**src/rtl/seg7_pkg.sv**
```systemverilog
// Segment glyph constants and hex decode helper for the scanned 7-segment display.
package seg7_pkg;

    localparam int unsigned SEG_W = 7;

    typedef logic [SEG_W-1:0] seg_t;   // {a,b,c,d,e,f,g}, active-high

    localparam seg_t SEG_BLANK = 7'h00;
    localparam seg_t SEG_0     = 7'h7E;
    localparam seg_t SEG_1     = 7'h30;
    localparam seg_t SEG_2     = 7'h6D;
    localparam seg_t SEG_3     = 7'h79;
    localparam seg_t SEG_4     = 7'h33;
    localparam seg_t SEG_5     = 7'h5B;
    localparam seg_t SEG_6     = 7'h5F;
    localparam seg_t SEG_7     = 7'h70;
    localparam seg_t SEG_8     = 7'h7F;
    localparam seg_t SEG_9     = 7'h7B;
    localparam seg_t SEG_A     = 7'h77;
    localparam seg_t SEG_B     = 7'h1F;
    localparam seg_t SEG_C     = 7'h4E;
    localparam seg_t SEG_D     = 7'h3D;
    localparam seg_t SEG_E     = 7'h4F;
    localparam seg_t SEG_F     = 7'h47;

    // Map a hex nibble to its lit-segment pattern.
    function automatic seg_t hex_to_seg(input logic [3:0] nibble);
        seg_t seg;
        seg = SEG_BLANK;
        case (nibble)
            4'h0: seg = SEG_0;
            4'h1: seg = SEG_1;
            4'h2: seg = SEG_2;
            4'h3: seg = SEG_3;
            4'h4: seg = SEG_4;
            4'h5: seg = SEG_5;
            4'h6: seg = SEG_6;
            4'h7: seg = SEG_7;
            4'h8: seg = SEG_8;
            4'h9: seg = SEG_9;
            4'hA: seg = SEG_A;
            4'hB: seg = SEG_B;
            4'hC: seg = SEG_C;
            4'hD: seg = SEG_D;
            4'hE: seg = SEG_E;
            4'hF: seg = SEG_F;
        endcase
        return seg;
    endfunction

endpackage

```
**src/rtl/seg7_decoder.sv**
```systemverilog
// Combinational nibble-to-segment decoder with blanking; output is active-high.
module seg7_decoder
    import seg7_pkg::*;
(
    input  logic [3:0] nibble_i,
    input  logic       blank_i,
    output seg_t       seg_c_o
);

    assign seg_c_o = blank_i ? SEG_BLANK : hex_to_seg(nibble_i);

endmodule

```
**src/rtl/seg7_scan_driver.sv**
```systemverilog
// Time-multiplexed 7-segment scan driver: divider, digit scan, frame snapshot,
// leading-zero blanking, PWM brightness and polarity-adjusted output registers.
module seg7_scan_driver
    import seg7_pkg::*;
#(
    parameter int unsigned NUM_DIGITS     = 8,
    parameter int unsigned DIV_LOG2       = 16,
    parameter bit          AN_ACTIVE_LOW  = 1'b1,
    parameter bit          SEG_ACTIVE_LOW = 1'b1
) (
    input  logic                      clk,
    input  logic                      rst,
    input  logic [4*NUM_DIGITS-1:0]   value_i,
    input  logic [NUM_DIGITS-1:0]     dp_in_i,
    input  logic [NUM_DIGITS-1:0]     blank_in_i,
    input  logic                      lzb_en_i,
    input  logic [3:0]                bright_i,
    output logic [NUM_DIGITS-1:0]     an_o,
    output logic [SEG_W-1:0]          seg_o,
    output logic                      dp_o,
    output logic                      frame_start_o
);

    localparam int unsigned IDX_W = (NUM_DIGITS > 1) ? $clog2(NUM_DIGITS) : 1;
    localparam int unsigned VAL_W = 4 * NUM_DIGITS;
    localparam logic [IDX_W-1:0] LAST_IDX = IDX_W'(NUM_DIGITS - 1);

    logic [DIV_LOG2-1:0]   div_cnt_q, div_cnt_d;
    logic [IDX_W-1:0]      idx_q, idx_d;
    logic [VAL_W-1:0]      value_snap_q, value_snap_d;
    logic [NUM_DIGITS-1:0] dp_snap_q, dp_snap_d;
    logic [NUM_DIGITS-1:0] blank_snap_q, blank_snap_d;
    logic                  lzb_snap_q, lzb_snap_d;
    logic [NUM_DIGITS-1:0] an_q, an_d;
    seg_t                  seg_q, seg_d;
    logic                  dp_q, dp_d;
    logic                  frame_start_q, frame_start_d;

    logic                  tick_c, wrap_c;
    logic [3:0]            nibble_c;
    logic                  dp_sel_c, blank_sel_c, zero_sel_c, zero_run_c;
    logic                  dark_c, pwm_on_c, dp_act_c;
    logic [NUM_DIGITS-1:0] an_act_c;
    seg_t                  seg_act_c;

    assign tick_c = &div_cnt_q;
    assign wrap_c = (idx_q == LAST_IDX);

    // Divider, digit index and end-of-frame snapshot capture.
    always_comb begin
        div_cnt_d     = div_cnt_q + DIV_LOG2'(1);
        idx_d         = idx_q;
        value_snap_d  = value_snap_q;
        dp_snap_d     = dp_snap_q;
        blank_snap_d  = blank_snap_q;
        lzb_snap_d    = lzb_snap_q;
        frame_start_d = tick_c & wrap_c;
        if (tick_c) begin
            if (wrap_c) begin
                idx_d        = '0;
                value_snap_d = value_i;
                dp_snap_d    = dp_in_i;
                blank_snap_d = blank_in_i;
                lzb_snap_d   = lzb_en_i;
            end else begin
                idx_d = idx_q + IDX_W'(1);
            end
        end
    end

    // Select the current digit's snapshot fields; zero_sel_c means all nibbles at or above idx are 0.
    always_comb begin
        nibble_c    = '0;
        dp_sel_c    = 1'b0;
        blank_sel_c = 1'b0;
        zero_sel_c  = 1'b0;
        zero_run_c  = 1'b1;
        for (int i = int'(NUM_DIGITS) - 1; i >= 0; i--) begin
            zero_run_c = zero_run_c & (value_snap_q[4*i +: 4] == 4'h0);
            if (idx_q == IDX_W'(i)) begin
                nibble_c    = value_snap_q[4*i +: 4];
                dp_sel_c    = dp_snap_q[i];
                blank_sel_c = blank_snap_q[i];
                zero_sel_c  = zero_run_c;
            end
        end
    end

    // Digit 0 is never leading-zero blanked so a zero value still shows "0".
    assign dark_c   = blank_sel_c | (lzb_snap_q & (idx_q != '0) & zero_sel_c);
    assign dp_act_c = dp_sel_c & ~dark_c;
    assign pwm_on_c = (div_cnt_q[DIV_LOG2-1 -: 4] <= bright_i);
    assign an_act_c = pwm_on_c ? (NUM_DIGITS'(1) << idx_q) : '0;

    seg7_decoder u_decoder (
        .nibble_i (nibble_c),
        .blank_i  (dark_c),
        .seg_c_o  (seg_act_c)
    );

    // Apply pin polarity at the output register inputs.
    always_comb begin
        an_d  = AN_ACTIVE_LOW  ? ~an_act_c  : an_act_c;
        seg_d = SEG_ACTIVE_LOW ? ~seg_act_c : seg_act_c;
        dp_d  = SEG_ACTIVE_LOW ? ~dp_act_c  : dp_act_c;
    end

    // State and output registers with synchronous active-low reset.
    always_ff @(posedge clk) begin
        if (!rst) begin
            div_cnt_q     <= '0;
            idx_q         <= '0;
            value_snap_q  <= '0;
            dp_snap_q     <= '0;
            blank_snap_q  <= '0;
            lzb_snap_q    <= 1'b0;
            an_q          <= {NUM_DIGITS{AN_ACTIVE_LOW}};
            seg_q         <= {SEG_W{SEG_ACTIVE_LOW}};
            dp_q          <= SEG_ACTIVE_LOW;
            frame_start_q <= 1'b0;
        end else begin
            div_cnt_q     <= div_cnt_d;
            idx_q         <= idx_d;
            value_snap_q  <= value_snap_d;
            dp_snap_q     <= dp_snap_d;
            blank_snap_q  <= blank_snap_d;
            lzb_snap_q    <= lzb_snap_d;
            an_q          <= an_d;
            seg_q         <= seg_d;
            dp_q          <= dp_d;
            frame_start_q <= frame_start_d;
        end
    end

    assign an_o          = an_q;
    assign seg_o         = seg_q;
    assign dp_o          = dp_q;
    assign frame_start_o = frame_start_q;

endmodule
```
**config.mk**
```make
export PLATFORM = sky130hd
export DESIGN_NAME = seg7_scan_driver
export DESIGN_NICKNAME = d
export VERILOG_FILES = /design/src/rtl/seg7_pkg.sv /design/src/rtl/seg7_decoder.sv /design/src/rtl/seg7_scan_driver.sv
export SDC_FILE = /design/constraint.sdc
export NUM_CORES = 1
export LEC_CHECK = 0
export ABC_AREA = 1
export ABC_CLOCK_PERIOD_IN_PS = 2300
export CAP_MARGIN = 15
export CORE_MARGIN = 2
export CORE_UTILIZATION = 45
export DETAILED_ROUTE_END_ITERATION = 10
export GPL_ROUTABILITY_DRIVEN = 0
export GPL_TIMING_DRIVEN = 1
export PLACE_DENSITY = 0.72
export SKIP_LAST_GASP = 1
export SYNTH_ARGS = -nofsm -noshare
export SYNTH_HDL_FRONTEND = slang
export SYNTH_HIERARCHICAL = 1
export SYNTH_SLANG_ARGS = --single-unit
```
**constraint.sdc**
```tcl
create_clock -name clk -period 2.3 [get_ports clk]
set_input_delay 0.23 -clock clk [delete_from_list [all_inputs] [get_ports clk]]
set_output_delay 0.23 -clock clk [all_outputs]
set_load 0.02 [all_outputs]
```
==> flow_summary.json <==
{
  "syn_area_um2": 4120,
  "grt_usage_pct": 20.9,
  "yosysWarnings": 6,
  "grt_max_degree": 51,
  "overflow": 0,
  "slew_headroom_pct": 70.6,
  "cp_common_cell": "o21ai_1",
  "numClockSinks": 85,
  "area_delta_synth_final_pct": 34.0,
  "crit_chain": "inv_4 > ha_4 > nand2_4 > buf_6 > o21ai_1 > o21ai_1 > nor2_1 > o21ai_1 > nand2_1 > o211ai_1 > a21oi_1 > buf_4 > inv_6 > nand3_2 > nand3_1 > nor2_1 > nand2_1",
  "final_nets": 738,
  "fp.dieH_um": 99.6,
  "power_mw": 2.69,
  "drtPass1Iterations": 5,
  "htree_levels": 3,
  "critical_path_arrival_ns": 2.50,
  "syn-num-nets": 642,
  "diodes": 0,
  "fin_skew_ns": 0.0111,
  "netlist_instances": 570,
  "critPathSlowestCell": "dfxtp_4",
  "leakagePower_nw": 2.26,
  "antenna_found_initial": 0,
  "core-area_um2": 8810,
  "vdd.ir_drop.worst_uv": 292,
  "crit_path_end_kind": "flip-flop",
  "drt_iter0_drc": 213,
  "cp-start-kind": "flip-flop",
  "clockRootBuffer": "clkbuf_8",
  "hold_violations": 0,
  "avgSynthCellArea_um2": 7.22,
  "first_global_vias": 3788,
  "synth-seq-area-share_pct": 41.3,
  "grt_pass1_wl_mm": 17.0,
  "dpl.cell_count": 755,
  "fp.dieW_um": 99.6,
  "holdBufCountCts": 0,
  "cts_tree": "yes",
  "hold_ws_ns": 0.301,
  "fin_cells": 779,
  "rows": 34,
  "fin_crit_sh_pct": 98.0,
  "period_needed_ns": 2.25,
  "clockBufferDepth": 2,
  "start_util_pct": 46.7,
  "worst-setup-path-type": "reg -> reg",
  "io_pins": 72,
  "outcome": "finished, final reports clean",
  "place_hpwl_mm": 7.56,
  "fill_cells": 761,
  "ant_nets": 0,
  "design.die.area_um2": 9930,
  "cts_buffers": 9,
  "clk_latency_ns": 0.35,
  "worst-path-max-fanout": 8,
  "wirelength_mm": 10.6,
  "setup_tns_ns": 0,
  "drive_above_1_share_pct": 16.2,
  "crit_buf_inv": 4,
  "via_per_inst": 5.16,
  "worst_slew_pin_slew_ns": 0.438,
  "finalSetupViolations": 0,
  "io_buffer_count": 71,
  "slew_violations": 0,
  "dr_total_vias": 4023,
  "fmax_mhz": 444,
  "cpLargestDelayFamily": "simple AND/OR/NAND/NOR gates",
  "wl_per_cell_um": 13.6,
  "max_cap_viol_count": 0,
  "drc": 0,
  "hold_path_class": "in -> reg",
  "required_ns": 2.54,
  "synth_seq_cells": 85,
  "cpPeakStageDelay_ns": 0.38,
  "ys_types": 31,
  "power_density_nw_per_um2": 487,
  "clk_pin_slew_worst_paths_ns": 0.09
}
## cells in the final DEF (no fill, tap or decap), drive strengths merged, types with 2 or more instances in the layout
cell type,instances
a21oi,75
buf,40
clkbuf,10
clkdlybuf4s50,70
clkinv,3
clkinvlp,2
dfxtp,85
ha,17
inv,98
nand2,90
nand3,39
nand4,5
nor2,34
nor3,5
o211ai,7
o21a,3
o21ai,81
xor2,2
## flip-flops by register name (all words and copies together) (netlist names)
signal,flops
seg_o,7
idx_q,3
frame_start_o,1
lzb_snap_q,1
blank_snap_q,8
value_snap_q,32
dp_snap_q,8
dp_o,1
div_cnt_q,16
an_o,8
## metrics by stage
stage / worst slack, ns / cell area (µm²) / util (%)
final: 0.0455 / 5510 / 62.6
after floorplan: 0.0397 / 4120 / -
after detailed placement: -0.0724 / 5070 / 57.5
after global routing: -0.0739 / 5510 / 62.6
after CTS: 0.00835 / 5270 / 59.8
after global placement: 0.00684 / 5070 / 57.5
## routing by layer
metal	vias up	part of all wire (%)	global-route usage, %
li1	2043	-	-
met1	1853	44	27.0
met2	106	49	34.6
met3	21	4.8	4.50
met4	0	2.3	7.59
met5	-	0	0
## synthesized netlist by cell type, drive strengths merged
cell type  count  share of area (%)
a21oi         75                9.4
a31oi          1               0.15
a32oi          1               0.21
buf            7                1.6
clkbuf        18                1.6
dfxtp         85                 41
ha            17                5.2
inv           98                9.2
nand2         90                8.6
nand3         39                5.2
nand4          5               0.76
nor2          34                3.5
nor3           5               0.85
nor4           1               0.15
o211ai         7                1.3
o21a           3               0.55
o21ai         81                9.9
or2            1               0.15
xor2           2               0.43
## cells by family after synthesis
logic type / synth area share [%]
xor gates and xnor gates: 0.426
buffers and inverters: 12.5
adders and majority gates: 5.17
and+or+nand+nor: 19.1
AOI/OAI and AO/OA: 21.4
DFF: 41.3
## path summary, 6_finish.rpt
path,startpoint,to,slack (ns),cells after the start
max,idx_q[0],seg_o[6],0.05,17
min,rst,div_cnt_q[1],0.30,3
max reg2reg,idx_q[0],seg_o[6],0.05,17
min reg2reg,div_cnt_q[0],div_cnt_q[0],0.45,1
## power breakdown
part	switching (mW)	internal (mW)
clock	0.527	0.500
sequential	0.00454	1.48
combinational	0.0679	0.111
total	0.599	2.09
## worst min-delay path, cell delays in order
cell	delay (ns)
buf_2	0.25
nand2_1	0.11
inv_1	0.03
## final cells by class
class	instances	area [µm²]	area share, %
multi-input cells	362	2060	37.4
well taps	108	135	2.45
inverters	98	388	7.03
clock inverters	6	63.8	1.16
flip-flops and latches	85	1710	31.1
clock buffers	10	128	2.31
repair buffers	110	1030	18.6
## what timing repair did
item	in CTS	in global routing
resized for setup	6	52
endpoints found under the setup margin	6	7
pin swaps	0	14
hold endpoints to repair	0	0
buffers inserted	0	8
Note: power is estimated with default switching activity, not from simulation.
